## src/rtl/uart_sched_pkg.sv

```systemverilog
// Shared definitions for the UART transmit scheduler: register map,
// status bit positions and FSM state encoding.
package uart_sched_pkg;

    localparam logic [31:0] UART_CTRL   = 32'h0;
    localparam logic [31:0] UART_STATUS = 32'h4;
    localparam logic [31:0] UART_BAUD   = 32'h8;
    localparam logic [31:0] UART_TXDATA = 32'hC;

    localparam int TX_BUSY_BIT = 0;

    typedef enum logic [2:0] {
        INIT_BAUD,
        INIT_CTRL,
        IDLE,
        POLL,
        WRITE
    } sched_state_e;

endpackage

```

## src/rtl/rr_arbiter.sv

```systemverilog
// Combinational round-robin arbiter: grants the first requester at or after
// ptr, wrapping from N-1 back to 0.
module rr_arbiter #(
    parameter int N = 4,
    localparam int W = (N > 1) ? $clog2(N) : 1
) (
    input  logic [N-1:0] req,
    input  logic [W-1:0] ptr,
    output logic [W-1:0] grant_idx,
    output logic         grant_vld
);

    logic [N-1:0][W-1:0] cand;

    // cand[i] is the channel i positions after ptr, modulo N.
    for (genvar i = 0; i < N; i++) begin : g_cand
        assign cand[i] = ((int'(ptr) + i) >= N) ? W'(int'(ptr) + i - N)
                                                 : W'(int'(ptr) + i);
    end

    // Scan from farthest to nearest so the nearest valid candidate wins.
    always_comb begin
        grant_idx = '0;
        grant_vld = 1'b0;
        for (int i = N - 1; i >= 0; i--) begin
            if (req[cand[i]]) begin
                grant_idx = cand[i];
                grant_vld = 1'b1;
            end
        end
    end

endmodule

```

## src/rtl/uart_tx_sched.sv

```systemverilog
// Round-robin scheduler sharing one UART TX among NUM_REQ byte producers.
// Programs BAUD/CTRL after reset, then arbitrates, polls busy, writes TXDATA.
module uart_tx_sched
    import uart_sched_pkg::*;
#(
    parameter int          NUM_REQ  = 4,
    parameter logic [31:0] BAUD_DIV = 32'h1B8,
    parameter logic        RX_EN    = 1'b0,
    localparam int         GW       = (NUM_REQ > 1) ? $clog2(NUM_REQ) : 1
) (
    input  logic                 clk,
    input  logic                 rst,
    input  logic [NUM_REQ-1:0]   req_valid_i,
    input  logic [8*NUM_REQ-1:0] req_data_i,
    output logic [NUM_REQ-1:0]   req_ready_o,
    output logic                 uart_we_o,
    output logic [31:0]          uart_addr_o,
    output logic [31:0]          uart_data_o,
    input  logic [31:0]          uart_data_i,
    output logic                 init_done_o,
    output logic [GW-1:0]        grant_o
);

    sched_state_e  state;
    logic [GW-1:0] rr_ptr;
    logic [GW-1:0] arb_idx;
    logic          arb_vld;
    logic [7:0]    tx_byte;

    rr_arbiter #(.N(NUM_REQ)) u_arb (
        .req       (req_valid_i),
        .ptr       (rr_ptr),
        .grant_idx (arb_idx),
        .grant_vld (arb_vld)
    );

    always_ff @(posedge clk) begin
        if (rst) begin
            state       <= INIT_BAUD;
            rr_ptr      <= '0;
            grant_o     <= '0;
            tx_byte     <= '0;
            init_done_o <= 1'b0;
        end else begin
            case (state)
                INIT_BAUD: state <= INIT_CTRL;
                INIT_CTRL: begin
                    init_done_o <= 1'b1;
                    state       <= IDLE;
                end
                // Grant and byte are frozen here until WRITE completes.
                IDLE: if (arb_vld) begin
                    grant_o <= arb_idx;
                    tx_byte <= req_data_i[{arb_idx, 3'b000} +: 8];
                    state   <= POLL;
                end
                POLL: if (!uart_data_i[TX_BUSY_BIT]) state <= WRITE;
                WRITE: begin
                    rr_ptr <= (grant_o == GW'(NUM_REQ - 1)) ? '0 : grant_o + GW'(1);
                    state  <= IDLE;
                end
                default: state <= INIT_BAUD;
            endcase
        end
    end

    // Bus outputs decode the state register; rst masks them so the UART port
    // stays quiet while reset is held.
    always_comb begin
        uart_we_o   = 1'b0;
        uart_addr_o = '0;
        uart_data_o = '0;
        req_ready_o = '0;
        if (!rst) begin
            case (state)
                INIT_BAUD: begin
                    uart_we_o   = 1'b1;
                    uart_addr_o = UART_BAUD;
                    uart_data_o = BAUD_DIV;
                end
                INIT_CTRL: begin
                    uart_we_o   = 1'b1;
                    uart_addr_o = UART_CTRL;
                    uart_data_o = {30'b0, RX_EN, 1'b1};
                end
                IDLE, POLL: uart_addr_o = UART_STATUS;
                WRITE: begin
                    uart_we_o            = 1'b1;
                    uart_addr_o          = UART_TXDATA;
                    uart_data_o          = {24'b0, tx_byte};
                    req_ready_o[grant_o] = 1'b1;
                end
                default: ;
            endcase
        end
    end

endmodule

```

## config.mk

```make
export PLATFORM = sky130hd
export DESIGN_NAME = uart_tx_sched
export DESIGN_NICKNAME = d
export VERILOG_FILES = /design/src/rtl/uart_sched_pkg.sv /design/src/rtl/rr_arbiter.sv /design/src/rtl/uart_tx_sched.sv
export SDC_FILE = /design/constraint.sdc
export NUM_CORES = 1
export LEC_CHECK = 0
export BUFFER_PORTS_ARGS = -buffer_cell sky130_fd_sc_hd__buf_4
export CORE_MARGIN = 8
export CORE_UTILIZATION = 37
export DETAILED_ROUTE_END_ITERATION = 6
export PLACE_DENSITY = 0.81
export REMOVE_ABC_BUFFERS = 1
export SYNTH_ARGS = -nofsm -noshare
export SYNTH_HDL_FRONTEND = slang
export SYNTH_SLANG_ARGS = --single-unit
export TNS_END_PERCENT = 30
```

## constraint.sdc

```tcl
create_clock -name clk -period 1.8 [get_ports clk]
set_input_delay 0.36 -clock clk [delete_from_list [all_inputs] [get_ports clk]]
set_output_delay 0.36 -clock clk [all_outputs]
set_load 0.01 [all_outputs]
```

Yosys cells after proc, flatten, opt, wreduce, memory -nomap -nowiden:

Index checks and enable logic that the tools add are counted.

* bits in registers: 16
* bits of input ports: 70
* output and inout bits: 72
* word-level logic and storage cells: 72

* $add $sub $neg: 8
* $lt $le $gt $ge: 10
* equality and inequality tests: 7
* shift-type cells: 1
* multiplexer cells: 34
* reductions and logical operators: 7

Operator list (number)
* $shiftx 32x6->8: 1
* $pmux 9 s3: 1
* $mux 2: 9
* $lt 2x3->1 const B: 5
* $mux 4: 3
* $pmux 3 s4: 1
* $pmux 4 s3: 1
* $mux 1: 11
* $ge 3x3->1 const B: 3
* $mux 9: 1
* $bmux 1 s2: 4
* $sub 2x1->2 const B: 4
* $add 2x2->3 const B: 2
* $eq 3x2->1 const B: 2
* $mux 3: 2
* $ne 2x2->1 const B: 2
* $reduce_and 2->1: 2
* $reduce_or 2->1: 2
* $add 2x1->3 const B: 1
* $eq 3x1->1 const B: 1
* $eq 3x3->1 const B: 1
* $ge 2x3->1 const B: 1
* $logic_not 3->1: 1
* $reduce_or 3->1: 1
* other kinds (5): 5

Logic depth before layout (Yosys ltp):

Gate-level depths: netlist of the first run.

* word-level depth: 11
* gate-level depth with buffers: 7
* mapped depth without buffers: 5

Cells and area by module:

Synthesis of the first run repeated with hierarchy kept, for this count alone.

* cell total of the unflattened synthesis: 183
* area total of the unflattened synthesis: 1473.9 um2

Modules (own cells, without submodules)
* uart_tx_sched: instances 1, cells each 170, area an instance 1396.3 um2, seq. area each 320.3 um2
* rr_arbiter: instances 1, cells each 13, area an instance 77.6 um2, seq. area each 0.0 um2

Least setup slack after synthesis of the first run:

OpenSTA, ideal clock, no wires.

* kind: register to output
* from: register state[0]
* to: output uart_data_o[0]
* arrival time: 1.199 ns
* data required time: 1.440 ns
* setup slack: 0.241 ns
* stages on the path, launching flop included: 4
* buffers on the path: 1
* cell sequence: dfxtp_1 -> clkbuf_1 -> mux2_2 -> nor3_1

* cells in the longest elaborated chain, start to end: 3
* elaborated cells on any way between the ends: 5
* classes of those cells: eq/ne: 2; mux: 2; reduce/logical: 1

RTL lines
* start: declaration: RTL line uart_tx_sched.sv:24 `sched_state_e state;`
* start signal: assignment: RTL line uart_tx_sched.sv:39 `state <= INIT_BAUD;`
* start signal: assignment: RTL line uart_tx_sched.sv:46 `INIT_BAUD: state <= INIT_CTRL;`
* start signal: assignment: RTL line uart_tx_sched.sv:49 `state <= IDLE;`
* $eq 3x3->1, or another cell as far along: RTL line uart_tx_sched.sv:75 `case (state)`
* $pmux 9 s3 (*): RTL line uart_tx_sched.sv:75
* $mux 9 (*): RTL line uart_tx_sched.sv:74 `if (!rst) begin`
* end: declaration: RTL line uart_tx_sched.sv:18 `output logic [31:0] uart_data_o,`

Mark *: on every way between the ends. The rest lies on a longest branch, timed or not.

Worst setup path after layout of the first run:

* from: register state[0]
* to: output uart_data_o[3]

Same word-level chain as after synthesis.

==> results of run 1 <==
-- per-layer routing --
metal	track usage, %	wire [um]	share of wire, %	up-vias
li1	-	-	-	638
met1	11.20	1440	36	566
met2	18.92	1944	49	69
met3	5.631	556	14	2
met4	1.636	17	0.43	0
met5	0	0	0	-
-- Yosys cell counts (all sizes together) (2+ instances only) --
library cell	n	area [um2]
a21oi	13	68.82
dfxtp	16	320.3
ha	4	50.05
or3	2	12.51
nor3	4	20.02
inv	9	33.78
nand2b	3	18.77
nand2	5	21.27
o221ai	8	70.07
clkbuf	6	22.52
nor2	8	32.54
and3	7	43.79
mux2i	19	190.2
o21ai	2	13.76
nor4	2	12.51
nand3b	8	60.06
buf	57	441.7
-- layout make-up --
type                    count  area (um2)  share of cell area (%)
clock buffers               3       41.29                   2.196
well taps                  50       62.56                   3.327
repair buffers             66       506.7                   26.95
inverters                   9       36.28                   1.929
flip-flops and latches     16       325.3                   17.30
multi-input cells         146       908.4                   48.30
-- logic make-up (layout without fill, tap and decap cells) --
kind of cell,Yosys count,count (layout)
compound gates,28,28
buf+inv,72,78
flops,16,16
other cells,1,53
simple gates,41,41
mux,20,20
fa+ha+maj,4,4
-- layout by cell type (no fill, tap or decap), drive strengths merged, types with 2 or more instances in the layout --
master | Yosys | final
buf | 57 | 66
conb | 1 | 53
nor4 | 2 | 2
o21ai | 2 | 2
nand3b | 8 | 8
nand2 | 5 | 5
clkbuf | 6 | 3
nor3 | 4 | 4
dfxtp | 16 | 16
a21oi | 13 | 13
nor2 | 8 | 8
or3 | 2 | 2
ha | 4 | 4
o221ai | 8 | 8
nand2b | 3 | 3
mux2i | 19 | 19
and3 | 7 | 7
inv | 9 | 9
-- how the worst max path moves through the flow --
stage	cells after the start	start	to
3_5_place_dp	5	rst	req_ready_o[3]
2_1_floorplan	5	state[2]	tx_byte[4]
4_1_cts	4	state[2]	uart_addr_o[2]
3_3_place_gp	5	rst	req_ready_o[3]
5_1_grt	4	state[0]	req_ready_o[3]
6_report	4	state[0]	uart_data_o[3]
-- power by group through the flow --
stage          registers (W)  logic (W)  clock network, W
2_1_floorplan       0.000405   0.000164                 0
6_report            0.000394   0.000342          0.000263
5_1_grt             0.000397   0.000375          0.000293
4_1_cts             0.000392   0.000331          0.000273
3_3_place_gp        0.000398   0.000322                 0
3_5_place_dp        0.000399   0.000327                 0
-- state kept, by name (all words and copies together), names as in the netlist --
signal and cells:
grant_o 2, init_done_o 1, rr_ptr 2, state 3, tx_byte 8
-- worst register-to-register path, delay by kind of cell (launching register included) --
kind            cells  cell delay [ns]
compound gates      2             0.55
flops               1             0.39
mux                 1             0.20
simple gates        2             0.18
buf+inv             1             0.18
-- repair_timing --
item,in CTS,in global routing
hold endpoints to repair,0,0
resized for setup,4,9
gates cloned,0,0
setup endpoints to repair,8,11
hold buffers,0,0
-- per-stage QoR --
| step | instance area (um2) | power (W) | cells |
|---|---|---|---|
| finish | 1881 | 0.0009986 | 290 |
| global route | 1881 | 0.001065 | 290 |
| CTS | 1852 | 0.0009958 | 290 |
| detailed placement | 1800 | 0.0007259 | 287 |
| global placement | 1800 | 0.0007205 | 287 |
| floorplan | 1242 | 0.0005690 | 171 |
==> summary.md, run 1 <==
| Metric | Value |
|---|---|
| # clock sinks | 16 |
| Dpl hpwl | 3236 um |
| Routability congestion estimate | 0.7660 |
| Post-CTS Setup Bufs | 0 |
| Synth cell types | 33 |
| Fillers | 420 |
| TNS Setup | 0 ns |
| Cell count after synthesis | 182 |
| Row count | 23 |
| Internal power | 0.0006867 W |
| Synth Area per Inst | 8.305 um2 |
| Net Sw Power | 0.0003118 W |
| Drt pass-1 iters | 4 |
| Adder-cell area share of the yosys netlist | under 10% |
| Total CTS buffers | 3 |
| PnR worst setup slack | 0.03758 ns |
| Max FO, Critical Path | 5 |
| Critical Path Max Stage Delay | 0.42 ns |
| Clock transition at path regs | around 0.060 ns |
| Antenna diodes | 0 |
| Die Y-Extent | 79.92 um |
| Worst hold endpoint | state[2] |
| Initial Util | 38.06% |
| GRT Overall Usage | 10.74% |
| Final Slew Violations | 0 |
| Post-Synth Simple-Gate Area | 15.40% |
| Number of max-cap violations | 0 |
| Critical R2R Launch | rr_ptr[1] |
| Setup Skew | around 0.0014 ns |
| Largest family of logic cells by synthesized area | buffers and inverters |
| Drt total wl | 3958 um |
| Top-level I/O count | 142 |
| Primary FF master, synth | dfxtp_1 |
| Yosys warns | 0 |
| RSZ-0062 raised after global routing | no |
| Buf/Inv on CP | 2 |
| Worst vdd ir | ~370 uV |
| H-tree levels | 1 |
| Routed wire per std cell | between 10 and 15 um |
| Hold_sp | uart_data_i[0] |
| Worst path required time | roughly 1.4 ns |
| Post-synthesis xor/xnor area fraction | 0% |
| Hold/Removal Path Class | input port to register |
| Hold Slack | 0.3704 ns |
| Die W | 79.92 um |
| Crit path capture type | output pin |
| Die area | 0.006386 mm2 |
| Worst-path cell chain | or3_4, buf_6, a21oi_1, buf_4 |
| Initial DRC Count | 28 |
| Root Driver | clkbuf_8 |
| Final Hold Vio Count | 0 |
| Cell Area, Synth | 0.001511 mm2 |
| Capturing point of the worst reg2reg path | tx_byte[6] |
| Overflow after GRT | 0 |
| Post-Place Worst Slack | between 0.1 and 0.15 ns |
| Run status | finished, final reports clean |
| Clk_lat worst skew | between 0.2 and 0.25 ns |
| CP Launch Type | register |
| CTS Buffer Depth | 2 |
| Layout area overhead | 24.42% |
| Sw Share | 31.23% |
| Leak pwr | between 0.9 and 1 nW |
| Total number of vias | 1,275 |
| Post-synthesis mux area share | 13.33% |
| CP Class | register to output pin |
| Crit-path leading delay family | simple AND/OR/NAND/NOR gates |
| Setup violations, final | 0 |
| DRT antenna net count | 0 |
| #FFs+latches synth | 16 |
| Comb power frac | approximately a third |
| R2R depth | 6 |
| Flop pwr share | about two fifths |
| Clock share of power | 26.3% |
| Sequential area share after synthesis | 21.19% |
| Via count of the first global-routing pass | 1,252 |
| Post-synth ARST share | 0% |
| Max Clock Freq | about 570 MHz |
| Largest net degree at the start of global routing | 22 |
| Hold Path Stages | 4 |
| Core area | approximately 0.004 mm2 |
| Fin crit share | 97.91% |
| Global-route wire length before repair | 5616 um |
| Port Buf Inserts | 57 |
| Layout cells sized above 1 | 34.58% |
| CTS tree | done |
| Drt drc | 0 |
| Final worst path period need | 1.762 ns |
| Post-synth EDFFs | 0 |
| # nets final | 316 |
| Pwr dens | around 530 mW/mm2 |
| Flop-to-flop setup slack | 0.22 ns |
| Routed vias/inst | 4.397 |
| CP max stage cell | or3_4 |
| Core occupancy in the finished layout | 47.35% |
| Worst Path Arrival | 1.40 ns |
| Antenna violations before repair | 0 |
| Complex-gate fraction of the synthesized area | 13.58% |
No activity file was read; power rests on OpenSTA's default activity.
==> inputs of run 2 (changes only) <==
ABC_AREA = 1   (was not set)
CORE_MARGIN = 4   (was 8)
CORE_UTILIZATION = 39   (was 37)
==> run 2 against run 1 <==
Effect of this change: critical path type unchanged; highest routed layer unchanged; register-to-register slack got worse by 0.04 ns; non-clock buffer count down 3; critical endpoint is now req_ready_o[3]; maximum frequency up 1.3%; synthesized cell count rose by 49%; clock power about the same; worst setup slack gained 0.022 ns.
==> summary.md, run 2 <==
| Metric | Value |
|---|---|
| Run status | finished, final reports clean (unchanged) |
| Top-area cell type share of the netlist area | 23.74% (was 26.82%) |
| Die Y-Extent | 74.18 um (was 79.92 um) |
| Layout cells sized above 1 | 27.96% (was 34.58%) |
| Hold Slack | 0.2842 ns (was 0.3704 ns) |
| Hold buffer count at cts | 0 (unchanged) |
| Port Buf Inserts | 57 (unchanged) |
| Commonest non-fill, non-tap cell in the layout | buf_4 (unchanged) |
| Total power | 0.001115 W (was 0.0009986 W) |
| Setup Skew | 0.0004168 ns (was 0.001359 ns) |
| Yosys warns | 0 (unchanged) |
| Drt pass-1 iters | 4 (unchanged) |
| CP Class | register to output pin (unchanged) |
| Worst path required time | 1.44 ns (about the same) |
| Area of the multi-input gates | 0.001049 mm2 (was 908.4 um2) |
| Drt total wl | 4074 um (was 3958 um) |
| Routed vias/inst | 4.464 (was 4.397) |
| Worst vdd ir | 271.9 uV (was 366.2 uV) |
| Final Slew Violations | 0 (unchanged) |
| CTS Buffer Depth | 2 (unchanged) |
| CP max stage cell | dfxtp_2 (was or3_4) |
| TNS Setup | 0 ns (unchanged) |
| Max FO, Critical Path | 6 (was 5) |
| Register area | 330.3 um2 (was 325.3 um2) |
| Sequential area share after synthesis | 18.75% (was 21.19%) |
| Core occupancy in the finished layout | 50.35% (was 47.35%) |
| Top-level I/O count | 142 (unchanged) |
| Largest regs | tx_byte (8), state (3) (unchanged) |
| Synth Area per Inst | 6.302 um2 (was 8.305 um2) |
| GRT Overall Usage | 13.86% (was 10.74%) |
| Critical Path Max Stage Delay | 0.34 ns (was 0.42 ns) |
| # clock sinks | 16 (unchanged) |
| Row count | 23 (unchanged) |
| Fin crit share | 96.68% (was 97.91%) |
| Antenna violations before repair | 0 (unchanged) |
| Dpl hpwl | 3321 um (was 3236 um) |
| Cell count after synthesis | 271 (was 182) |
| Leak pwr | 1.120 nW (was 0.9297 nW) |
| DRT antenna net count | 0 (unchanged) |
| H-tree levels | 1 (unchanged) |
| Antenna diodes | 0 (unchanged) |
| Primary FF master, synth | dfxtp_1 (unchanged) |
| Core area | 0.004115 mm2 (was 0.003971 mm2) |
| Final worst path period need | 1.740 ns (was 1.762 ns) |
| Layout area overhead | 21.32% (was 24.42%) |
| Pwr dens | 538.3 mW/mm2 (was 531.0 mW/mm2) |
| Die W | 74.18 um (was 79.92 um) |
| Drt drc | 0 (unchanged) |
| Hold/Removal Path Class | input port to register (unchanged) |
| Crit path capture type | output pin (unchanged) |
| Final Hold Vio Count | 0 (unchanged) |
| Worst Path Arrival | 1.38 ns (was 1.40 ns) |
| Worst-path cell chain | nor2_1, inv_1, nor2_4, inv_2, nor3_1, buf_4 (was or3_4, buf_6, a21oi_1, buf_4) |
| Number of max-cap violations | 0 (unchanged) |
| CP Launch Type | register (unchanged) |
| Setup violations, final | 0 (unchanged) |
| Initial DRC Count | 82 (was 28) |
| Largest net degree at the start of global routing | 18 (was 22) |
| Routability congestion estimate | 0.8231 (was 0.7660) |
| Synth area leader | buf_4 (unchanged) |
| Global-route wire length before repair | 6127 um (was 5616 um) |
| Die area | 0.005502 mm2 (was 0.006386 mm2) |
| Post-synth top cells | nand2_1 (56), buf_4 (54), nand3_1 (38) (was buf_4 (54), mux2i_1 (19), dfxtp_1 (16)) |
| Via count of the first global-routing pass | 1,462 (was 1,252) |
| R2R depth | 12 (was 6) |
| Initial Util | 41.50% (was 38.06%) |
| Hold Path Stages | 2 (was 4) |
| Post-synth EDFFs | 0 (unchanged) |
| Max reg flops | 8 (unchanged) |
| Clock transition at path regs | 0.06 ns (about the same) |
| Most frequent cells in the layout | buf_4 (62), nand2_1 (56), conb_1 (53) (was buf_4 (63), conb_1 (53), mux2i_1 (19)) |
| Post-place instance area | 0.001984 mm2 (was 0.001800 mm2) |
| Overflow after GRT | 0 (unchanged) |
| Biggest register | tx_byte (unchanged) |
| Cell Area, Synth | 0.001708 mm2 (was 0.001511 mm2) |
| Top cells by area, synth | buf_4 (24%), dfxtp_1 (19%), nand2_1 (12%) (was buf_4 (27%), dfxtp_1 (21%), mux2i_1 (13%)) |
| Fin area | 0.002072 mm2 (was 0.001881 mm2) |
| #FFs+latches synth | 16 (unchanged) |
| Total number of vias | 1,692 (was 1,275) |
| Root Driver | clkbuf_8 (unchanged) |
| Routed wire per std cell | 10.75 um (was 13.65 um) |
| # nets final | 405 (was 316) |
| Fillers | 439 (was 420) |
| Count leader, synth | nand2_1 (was buf_4) |
| Total CTS buffers | 3 (unchanged) |
| Synth cell types | 27 (was 33) |
| CTS tree | done (unchanged) |
| Post-synth ARST share | 0% (unchanged) |
| Post-CTS Setup Bufs | 0 (unchanged) |
| Clk_lat worst skew | 0.24 ns (about the same) |
| Max Clock Freq | 574.6 MHz (was 567.4 MHz) |
[run 2: changes by cell type after synthesis, sizes merged, moves of 3 or more]
cell / delta
inv: +19
nor2: +19
nand2b: -3
o21ai: +6
nand2: +57
o221ai: -8
nand3b: -7
and3: -7
mux2i: -19
nand3: +40
[run 2: logic make-up (layout without fill, tap and decap cells)]
group | Yosys count | count (layout) | share of synthesized area, %
fa+ha+maj | 4 | 4 | 2.931
flops | 16 | 16 | 18.75
other cells | 1 | 53 | 0.2196
buf+inv | 89 | 95 | 32.75
xor+xnor | 1 | 1 | 0.5129
compound gates | 25 | 25 | 7.839
simple gates | 135 | 135 | 37.00
[run 2: final cells by class]
type,count,area share [%]
Timing Repair Buffer,63,23.01
Multi-Input combinational cell,218,50.60
Clock buffer,3,1.993
Tap cell,50,3.019
Sequential cell,16,15.94
Inverter,28,5.072
Timing Repair inverter,1,0.3623
[run 2: worst max-delay path: cells and delay by family (launching register included)]
| family | cells | cell delay (ns) |
|---|---|---|
| buf+inv | 3 | 0.35 |
| flops | 1 | 0.34 |
| simple gates | 3 | 0.43 |
[run 2: stage by stage]
step / setup slack [ns] / std cells
2_1_floorplan: 0.03424 / 262
3_3_place_gp: -0.01295 / 375
3_5_place_dp: -0.02978 / 375
4_1_cts: 0.04016 / 378
5_1_grt: -0.04816 / 379
6_report: 0.05977 / 379
[run 2: power by group]
| group | switching (W) | internal, W |
|---|---|---|
| registers | 0.0000256 | 0.000383 |
| logic | 0.000263 | 0.000181 |
| clock network | 0.000116 | 0.000148 |
| total | 0.000404 | 0.000712 |
[run 2: metal layers]
metal  share of wire (%)  GRT usage, %  vias to the layer above
li1                    -             -                      872
met1                  41         17.30                      727
met3                  11         1.892                        5
met4                 1.1         4.427                        0
met2                  48         24.51                       88
met5                   0             0                        -
[run 2: path summary, 6_finish.rpt]
path	startpoint	to	slack, ns
max	state[0]	req_ready_o[3]	0.06
min	uart_data_i[0]	state[2]	0.28
max reg2reg	rr_ptr[0]	tx_byte[4]	0.18
min reg2reg	tx_byte[1]	tx_byte[1]	0.47
[run 2: timing repair]
item	CTS	global route
pin swaps	0	1
cloned	0	1
gates resized for setup	2	16
hold endpoints to repair	0	0
setup endpoints to repair	9	22
